$ cat config.mk
export PLATFORM = sky130hd
export DESIGN_NAME = prog_rom_sync
export DESIGN_NICKNAME = d
export VERILOG_FILES = /design/src/rtl/prog_rom_pkg.sv /design/src/rtl/prog_rom_array.sv /design/src/rtl/prog_rom_sync.sv
export SDC_FILE = /design/constraint.sdc
export NUM_CORES = 1
export LEC_CHECK = 0
export CORE_UTILIZATION = 45
export CTS_BUF_LIST = sky130_fd_sc_hd__clkbuf_8 sky130_fd_sc_hd__clkbuf_16
export DETAILED_ROUTE_END_ITERATION = 10
export PLACE_DENSITY = 0.68
export SYNTH_ARGS = -nofsm -noshare
export SYNTH_HDL_FRONTEND = slang
export SYNTH_SLANG_ARGS = --single-unit
$ cat constraint.sdc
create_clock -name clk -period 3.27 [get_ports clk]
set_input_delay 0.654 -clock clk [delete_from_list [all_inputs] [get_ports clk]]
set_output_delay 0.654 -clock clk [all_outputs]
set_load 0.02 [all_outputs]
$ cat src/rtl/prog_rom_pkg.sv
// Shared definitions for the loadable program ROM: word layout, halt word,
// FSM states and a constant-width helper.
package prog_rom_pkg;

    localparam int ROM_WIDTH_DEF = 21;

    // Halt is an unconditional jump whose target field points back at itself.
    localparam logic [4:0]  OPC_JMP     = 5'b01001;
    localparam logic [15:0] HALT_TARGET = 16'h0008;
    localparam logic [20:0] HALT_WORD_DEF = {OPC_JMP, HALT_TARGET};

    typedef enum logic [0:0] {
        ST_INIT = 1'b0,
        ST_RUN  = 1'b1
    } state_e;

    function automatic int clog2(input int value);
        int result;
        int v;
        result = 0;
        v = value - 1;
        while (v > 0) begin
            result = result + 1;
            v = v >> 1;
        end
        return result;
    endfunction

endpackage

$ cat src/rtl/prog_rom_array.sv
// DEPTH x ROM_WIDTH storage: one synchronous write port and one registered
// read port whose output register can be forced to the halt word.
module prog_rom_array
    import prog_rom_pkg::*;
#(
    parameter int                   ROM_WIDTH = ROM_WIDTH_DEF,
    parameter int                   DEPTH     = 16,
    parameter int                   IDX_W     = 4,
    parameter logic [ROM_WIDTH-1:0] HALT_WORD = HALT_WORD_DEF
) (
    input  logic                 clk,
    input  logic                 rst_n,
    input  logic                 we_i,
    input  logic [IDX_W-1:0]     waddr_i,
    input  logic [ROM_WIDTH-1:0] wdata_i,
    input  logic                 re_i,
    input  logic                 halt_i,
    input  logic [IDX_W-1:0]     raddr_i,
    output logic [ROM_WIDTH-1:0] rdata_o
);

    logic [ROM_WIDTH-1:0] mem_q [DEPTH];
    logic [ROM_WIDTH-1:0] rdata_q;

    // Storage write; contents are only ever cleared by the INIT sweep.
    always_ff @(posedge clk) begin
        if (we_i) begin
            mem_q[waddr_i] <= wdata_i;
        end
    end

    // Read register samples the old word, giving read-before-write on collisions.
    always_ff @(posedge clk) begin
        if (!rst_n) begin
            rdata_q <= HALT_WORD;
        end else if (re_i && halt_i) begin
            rdata_q <= HALT_WORD;
        end else if (re_i) begin
            rdata_q <= mem_q[raddr_i];
        end else begin
            rdata_q <= rdata_q;
        end
    end

    assign rdata_o = rdata_q;

endmodule

$ cat src/rtl/prog_rom_sync.sv
// Loadable synchronous instruction memory with a reset-time halt-fill sweep,
// registered reads with valid/out-of-range flags and acknowledged writes.
module prog_rom_sync
    import prog_rom_pkg::*;
#(
    parameter int                   ROM_WIDTH  = ROM_WIDTH_DEF,
    parameter int                   ADDR_WIDTH = 16,
    parameter int                   DEPTH      = 16,
    parameter logic [ROM_WIDTH-1:0] HALT_WORD  = HALT_WORD_DEF
) (
    input  logic                  clk,
    input  logic                  rst_n,
    input  logic                  rd_req,
    input  logic [ADDR_WIDTH-1:0] rd_addr,
    output logic [ROM_WIDTH-1:0]  rd_data,
    output logic                  rd_valid,
    output logic                  rd_oor,
    input  logic                  wr_en,
    input  logic [ADDR_WIDTH-1:0] wr_addr,
    input  logic [ROM_WIDTH-1:0]  wr_data,
    output logic                  wr_ack,
    output logic                  ready
);

    localparam int IDX_W = clog2(DEPTH);
    // One extra bit so DEPTH == 2**ADDR_WIDTH is representable; no address aliasing.
    localparam logic [ADDR_WIDTH:0] DEPTH_X   = (ADDR_WIDTH + 1)'(DEPTH);
    localparam logic [IDX_W-1:0]    LAST_IDX  = IDX_W'(DEPTH - 1);

    state_e               state_q, state_d;
    logic [IDX_W-1:0]     cnt_q, cnt_d;
    logic                 rd_valid_q, rd_oor_q, wr_ack_q, ready_q;

    logic                 run_s;
    logic                 rd_in_range_s, wr_in_range_s;
    logic                 rd_fire_s, wr_fire_s;
    logic                 mem_we_s;
    logic [IDX_W-1:0]     mem_waddr_s;
    logic [ROM_WIDTH-1:0] mem_wdata_s;

    assign run_s         = (state_q == ST_RUN);
    assign rd_in_range_s = ({1'b0, rd_addr} < DEPTH_X);
    assign wr_in_range_s = ({1'b0, wr_addr} < DEPTH_X);
    assign rd_fire_s     = rst_n & run_s & rd_req;
    assign wr_fire_s     = rst_n & run_s & wr_en & wr_in_range_s;

    // Next state, init counter and array write-port steering.
    always_comb begin
        state_d     = state_q;
        cnt_d       = cnt_q;
        mem_we_s    = 1'b0;
        mem_waddr_s = cnt_q;
        mem_wdata_s = HALT_WORD;
        case (state_q)
            ST_INIT: begin
                mem_we_s = rst_n;
                if (cnt_q == LAST_IDX) begin
                    state_d = ST_RUN;
                    cnt_d   = {IDX_W{1'b0}};
                end else begin
                    cnt_d = cnt_q + IDX_W'(1);
                end
            end
            ST_RUN: begin
                mem_we_s    = wr_fire_s;
                mem_waddr_s = wr_addr[IDX_W-1:0];
                mem_wdata_s = wr_data;
            end
            default: begin
                state_d = ST_INIT;
                cnt_d   = {IDX_W{1'b0}};
            end
        endcase
    end

    // State, counter and handshake flags with synchronous active-low reset.
    always_ff @(posedge clk) begin
        if (!rst_n) begin
            state_q    <= ST_INIT;
            cnt_q      <= {IDX_W{1'b0}};
            rd_valid_q <= 1'b0;
            rd_oor_q   <= 1'b0;
            wr_ack_q   <= 1'b0;
            ready_q    <= 1'b0;
        end else begin
            state_q    <= state_d;
            cnt_q      <= cnt_d;
            rd_valid_q <= rd_fire_s;
            rd_oor_q   <= rd_fire_s & ~rd_in_range_s;
            wr_ack_q   <= wr_fire_s;
            ready_q    <= (state_d == ST_RUN);
        end
    end

    prog_rom_array #(
        .ROM_WIDTH (ROM_WIDTH),
        .DEPTH     (DEPTH),
        .IDX_W     (IDX_W),
        .HALT_WORD (HALT_WORD)
    ) u_array (
        .clk     (clk),
        .rst_n   (rst_n),
        .we_i    (mem_we_s),
        .waddr_i (mem_waddr_s),
        .wdata_i (mem_wdata_s),
        .re_i    (rd_fire_s),
        .halt_i  (~rd_in_range_s),
        .raddr_i (rd_addr[IDX_W-1:0]),
        .rdata_o (rd_data)
    );

    assign rd_valid = rd_valid_q;
    assign rd_oor   = rd_oor_q;
    assign wr_ack   = wr_ack_q;
    assign ready    = ready_q;

endmodule

# After elaboration in Yosys (flattened, before gate mapping)
# Memory sizes are Yosys's and may differ from the RTL's. A register that Yosys moved wholly into a read port is not among the register bits.
# Index checks and enable logic that the tools add are counted.
# op_classes
n_addsub	1
mul	0
div	0
order_cmp	2
eq_ne	1
n_shift	0
muxes	8
bitwise	8
reduce_logical	2
# ops
op	count
$lt 16x5->1 const B	2
$mux 21	1
$mux 4	2
$and 1x1->1	5
$add 4x1->4 const B	1
$eq 4x4->1 const B	1
$mux 1	4
$not 1->1	3
$pmux 1 s2	1
$reduce_or 2->1	1
$logic_and 1x1->1	1
# word_totals
ff_bits	8
latch_bits	0
ram_bits	336
rom_bits	0
out_inout_bits	25
n_memories	1
# mem_list
name	words	width	rd	rd_ports_with_merged_regs	wr	line_no	rtl
u_array.mem_q	16	21	1	1	1	prog_rom_array.sv:22	logic [ROM_WIDTH-1:0] mem_q [DEPTH];

# Logic depth before layout (Yosys ltp)
# Gate-level depths: netlist (run 1).
# depth
depth_word	6
depth_mapped	6
depth_no_buf	4

# By module
# Synthesis (run 1) repeated with hierarchy kept, for this count alone.
# hier_totals
hier_cells	664
area_unflattened_um2	13952.1
# modules_own_cells
module	n_inst	cells_each	area_per_inst_um2	seq_area_each_um2
prog_rom_array	1	599	13409.1	10510.1
prog_rom_sync	1	65	543.0	160.2

# Least setup slack after synthesis (run 1)
# Ideal clock, no wire load.
# synth_timing
kind	register to register
from	register ready (netlist name)
to	memory u_array.mem_q[1][0] (netlist bit), enable pin
setup_ns	0.399
arrival_ns	2.273
slack_ns	0.598
path_stages_with_launch	7
synth_period_minus_slack_ns	2.672
path_cell_list	dfxtp_1 clkbuf_1 clkbuf_1 nand2_1 o32ai_1 o21ai_1 nor2_1
# synth_lines
element	line_no
to (decl)	prog_rom_array.sv:22

# Worst setup path after layout (run 1)
# layout_timing
from	register ready_q (netlist: ready)
to	output ready
# layout_lines
element	line_no	rtl
from (decl)	prog_rom_sync.sv:32	logic rd_valid_q, rd_oor_q, wr_ack_q, ready_q;
from (signal assigned)	prog_rom_sync.sv:91	ready_q <= (state_d == ST_RUN);
to (decl)	prog_rom_sync.sv:22	output logic ready
# No word-level cell between the ends.

==> results of run 1 <==
## cell usage in the layout, fill, tap and decap left out, types with 2 or more instances in the layout
cell,count
o22ai_1,4
a22oi_1,17
buf_4,40
a31oi_1,3
nor2_1,5
nor2_2,17
clkdlybuf4s50_1,78
and2_1,20
or4_4,3
buf_12,3
dfxtp_1,29
clkinv_2,7
clkbuf_8,2
nand4b_1,2
o21ai_1,20
nor3_1,4
nand2_1,6
nand2b_1,5
inv_1,10
clkbuf_16,37
nand3_1,2
nor4_1,2
edfxtp_1,336
a21oi_1,8
mux2i_1,22
nor3b_1,2
mux4_2,84
bufinv_16,3
mux2_2,21
nor2b_1,4
o21ai_0,2
clkinv_1,6
## where the power goes
| group | switching (mW) | internal (mW) | total (mW) |
|---|---|---|---|
| clock network | 1.62 | 2.33 | 3.96 |
| logic | 0.202 | 0.226 | 0.427 |
| registers | 0.0171 | 5.08 | 5.10 |
| total | 1.84 | 7.64 | 9.48 |
## registers in the layout (all words and copies together) (netlist names)
register         cells
u_array.rdata_o     21
ready                1
rd_valid             1
wr_ack               1
rd_oor               1
cnt_q                4
u_array.mem_q      336
## per-layer routing
layer | vias up | track usage | wire length (um)
li1 | 3031 | - | -
met1 | 3679 | 0.266 | 12000
met2 | 318 | 0.312 | 14700
met3 | 49 | 0.0274 | 1930
met4 | 0 | 0.0508 | 541
met5 | - | 0 | 0
## worst max-delay path, cell delays in order, from the launching register on
cell and delay (ns):
dfxtp_1 0.35, buf_4 0.43, clkdlybuf4s50_1 0.71
## area by class of cell
cell class | instances | share of cell area
flip-flops and latches | 365 | 0.638
multi-input cells | 268 | 0.194
repair buffers | 122 | 0.0686
clock buffers | 39 | 0.0570
well taps | 396 | 0.0296
clock inverters | 24 | 0.0113
inverters | 4 | 0.000898
## path summary, 6_finish.rpt
check                                   startpoint  slack, ns                    to  cells after the start
worst max-delay path                         ready       0.63                 ready                      2
worst min-delay path            u_array.rdata_o[2]       0.51    u_array.rdata_o[2]                      2
worst max register to register               ready       1.11  u_array.mem_q[12][6]                      5
worst min register to register  u_array.rdata_o[2]       0.51    u_array.rdata_o[2]                      2
## kinds of logic (layout without fill, tap and decap cells)
logic type / after synthesis / count (layout) / share of synthesized area
xor gates and xnor gates: 1 / 1 / 0.000623
buffers and inverters: 39 / 189 / 0.0141
muxes: 127 / 127 / 0.167
AOI/OAI and AO/OA: 59 / 59 / 0.0262
and+or+nand+nor: 80 / 80 / 0.0330
adders and majority gates: 1 / 1 / 0.000889
DFF: 365 / 365 / 0.758
==> impl_metrics.ini, run 1 <==
[run_status]
status = finished, final reports clean

[sta]
rsz0062_at_grt = false
slew-limit-headroom = 0.487
slew_viol_final = 0
fin_worst_skew_ns = 0.0179
hold_viol_final = 0
final.setup.tns_ns = 0
finalSetupViolCount = 0
worst_slew_pin_slew_ns = 0.769
period_minus_slack_ns = 2.64
worst_slack_ns = 0.629
max_freq_mhz = 379
timing.final.crit_share = 0.808
hold_slack_ns = 0.507

[route]
routed_wl_mm = 29.2
drtPass1Iterations = 5
drc = 0
final_antenna_net_count = 0
first_iter_violations = 664
vias_per_cell = 5.81
via_count = 7077
wl_per_cell_um = 24.0

[synth]
synthTopCellsByCount = 336 x edfxtp_1, 84 x mux4_2, 29 x dfxtp_1
async_flop_share = 0
synth.most_common_cell = edfxtp_1
synth_ff_type = edfxtp_1
syn_avg_cell_area_um2 = 20.9
synth-seq-area-share = 0.758
synth_area_um2 = 14100
yosysUniqueCellTypes = 43
ys_ff_latch = 365
yosys-top-cells-area = edfxtp_1 72%, mux4_2 13%, dfxtp_1 4.1%, mux2_2 1.7%, mux2i_1 1.6%
ys_warn_count = 0
yosys.area.top_type = edfxtp_1
synth.top_cell.area_share = 0.717
synth-edff-count = 336
synth_nets = 730
syn_inst = 672

[placement]
dpl.cell_count = 1155
port-buffer-count = 81
dpl-instance-area_um2 = 15600
gp_congestion = 0.776
dp_slack_ns = 0.466
dp_hpwl_mm = 18.8

[job]
maxCapViolCount = 0

[cts]
clkSinkCount = 365
post_cts_resized = 0
clockBufferDepth = 3
ctsHoldBuffers = 0
htree_levels = 2
cts_buffers = 35
clk_latency_ns = 0.51
post-cts-setup-buffer-count = 0
cts_tree = yes
root_buffer = clkbuf_16
clk_pin_slew_ns = 0.06

[final_layout]
postLayoutCoreUtil = 0.545
n_antenna_cell = 0
multi_input_area_um2 = 3250
syn_to_final_growth_pct = 18.8
regArea_um2 = 10700
nFillCells = 2258
post_layout_nonfiller_instances = 1218
nets = 854
design_area_um2 = 16700
drive_above_1_share = 0.271

[global_route]
antenna_found_initial = 0
grt_pass1_wl_mm = 44.4
grt_pass1_vias = 7284
grtUsageTotal = 0.190
grt_overflow_total = 0
grt_max_degree = 49

[critical_path]
cp.required_ns = 2.62
crit_path_end_kind = primary output
critPathLaunchType = flip-flop
crit_fanout = 48
crit_arrival_ns = 1.99
crit_type = reg -> out

[floorplanning]
dieWidth_um = 179
core-area_um2 = 30700
die_h_um = 179
start_util = 0.459
row_count = 64
io_pins = 82
die_area_um2 = 32000

[power_and_ir_drop]
max-vdd-ir-drop_v = 0.000361
leakage_nw = 5.62
p_total_mw = 9.48
power_per_cell_area_nw_per_um2 = 567

[min_path]
hp-class = reg -> reg
Note: power is estimated with default switching activity, not from simulation.
==> run 2: changes to the inputs <==
Clock period 3.27 ns to 2.6 ns, I/O delays scaled along.
==> run 2 against run 1 <==
  * Via count is 0.23% higher
  * Sequential power is 26% higher
  * Sequential share of layout area is 0.97 points lower
  * Non-clock buffer count is 10 higher
  * Largest power group unchanged
  * Power is 27% higher
==> impl_metrics.ini, run 2 (synthesis results as in run 1) <==
[sta]
finalSetupViolCount = 0
hold_viol_final = 0
period_minus_slack_ns = 2.35
slew_viol_final = 0
fin_worst_skew_ns = 0.0135
rsz0062_at_grt = false
max_freq_mhz = 425
timing.final.crit_share = 0.906
worst_slew_pin_slew_ns = 0.863
slew-limit-headroom = 0.422

[floorplanning]
core-area_um2 = 30700
io_pins = 82
start_util = 0.459
row_count = 64
die_h_um = 179
dieWidth_um = 179
die_area_um2 = 32000

[cts]
clkSinkCount = 365
cts_tree = yes
post-cts-setup-buffer-count = 0
clockBufferDepth = 3
cts_buffers = 36
ctsHoldBuffers = 0
clk_latency_ns = 0.51
post_cts_resized = 0
root_buffer = clkbuf_16
clk_pin_slew_ns = 0.06
htree_levels = 2

[placement]
dp_hpwl_mm = 19.8
gp_congestion = 0.783
port-buffer-count = 81

[global_route]
antenna_found_initial = 0
grt_pass1_vias = 7433
grtUsageTotal = 0.199
grt_max_degree = 48
grt_overflow_total = 0
grt_pass1_wl_mm = 45.8

[route]
wl_met3_mm = 1.92
routed_wl_mm = 30.5
via_count = 7093
wl_per_cell_um = 24.7
wl_met1_mm = 12.5
top_layer_used = met4
drtPass1Iterations = 5
vias_per_cell = 5.76
first_iter_violations = 452
wl_met2_mm = 15.3
final_antenna_net_count = 0
drc = 0

[power_and_ir_drop]
power_per_cell_area_nw_per_um2 = 708
switchingPower_mw = 2.36
leakage_nw = 5.74
p_sw_frac = 0.196
max-vdd-ir-drop_v = 0.000423
p_total_mw = 12.0
power_frac_comb = 0.046
internal-power_mw = 9.67
p_clk_frac = 0.421
p_seq_frac = 0.533

[critical_path]
crit_buf_inv = 2
cpPeakStageDelay_ns = 0.68
cp_cell_sequence = buf_4, clkdlybuf4s50_1
crit_path_end_kind = primary output
crit_type = reg -> out
cp_top_family = buffers and inverters
slowest_stage = clkdlybuf4s50_1
crit_fanout = 37
crit_arrival_ns = 1.83
cp.required_ns = 2.08
critPathLaunchType = flip-flop

[final_layout]
syn_to_final_growth_pct = 20.6
nFillCells = 2231
postLayoutCoreUtil = 0.554
layout_commonest_cell = edfxtp_1
drive_above_1_share = 0.283
final_cell_mix = 336 x edfxtp_1, 84 x mux4_2, 78 x clkdlybuf4s50_1
n_antenna_cell = 0
regArea_um2 = 10700
nets = 865
largest_reg_flops = 336
top_register = u_array.mem_q
multi_input_area_um2 = 3250

[run_status]
status = finished, final reports clean

[min_path]
hp-class = reg -> reg

[job]
maxCapViolCount = 0
==> run 2: cell types whose count changed in the layout (fill, tap and decap cells not counted) <==
cell and delta:
buf_12 +12, clkinv_1 -5, inv_1 +5, buf_4 -2, clkinv_2 -2, clkinvlp_4 +2
inv_6 +2, clkbuf_8 +1, clkinv_4 +1, inv_8 -1
==> run 2: final timing paths <==
kind                       startpoint  slack [ns]  depth (start not counted)             endpoint
setup / recovery                ready        0.25                          2                ready
hold / removal    u_array.rdata_o[17]        0.50                          2  u_array.rdata_o[17]
hold reg to reg   u_array.rdata_o[17]        0.50                          2  u_array.rdata_o[17]
setup reg to reg                ready        0.43                          6  u_array.mem_q[5][9]
==> run 2: power by group through the flow <==
stage          clock network, mW  logic [mW]  registers [mW]
2_1_floorplan                  0       0.330            6.53
3_3_place_gp                   0       0.551            6.53
3_5_place_dp                   0       0.561            6.54
4_1_cts                     5.14       0.564            6.41
5_1_grt                     5.37       0.595            6.41
6_report                    5.06       0.558            6.41
==> run 2: worst min-delay path, delay by kind of cell, from the launching register on <==
kind	cells	cell delay, ns
DFF	1	0.33
AOI/OAI and AO/OA	2	0.14
==> run 2: final cells by class <==
class / count / share of cell area
multi-input cells: 268 / 0.191
inverters: 4 / 0.000884
flip-flops and latches: 365 / 0.628
clock inverters: 26 / 0.0123
repair buffers: 132 / 0.0808
clock buffers: 40 / 0.0570
well taps: 396 / 0.0292
==> run 2: routing by layer <==
metal / global-route usage / up-vias
met5: 0 / -
met4: 0.0614 / 0
met3: 0.0358 / 44
met2: 0.330 / 305
met1: 0.269 / 3688
li1: - / 3056
==> run 2: per-stage QoR <==
stage	worst slack (ns)	instance area, um2	setup TNS (ns)	cells	hold slack, ns
floorplan	-0.0721	14100	-11.79	672	0.516
global placement	-0.0235	15800	-0.669	1165	0.489
detailed placement	-0.0131	15800	-0.330	1165	0.492
CTS	0.221	17000	0	1231	0.507
global route	0.166	17000	0	1231	0.543
finish	0.246	17000	0	1231	0.505
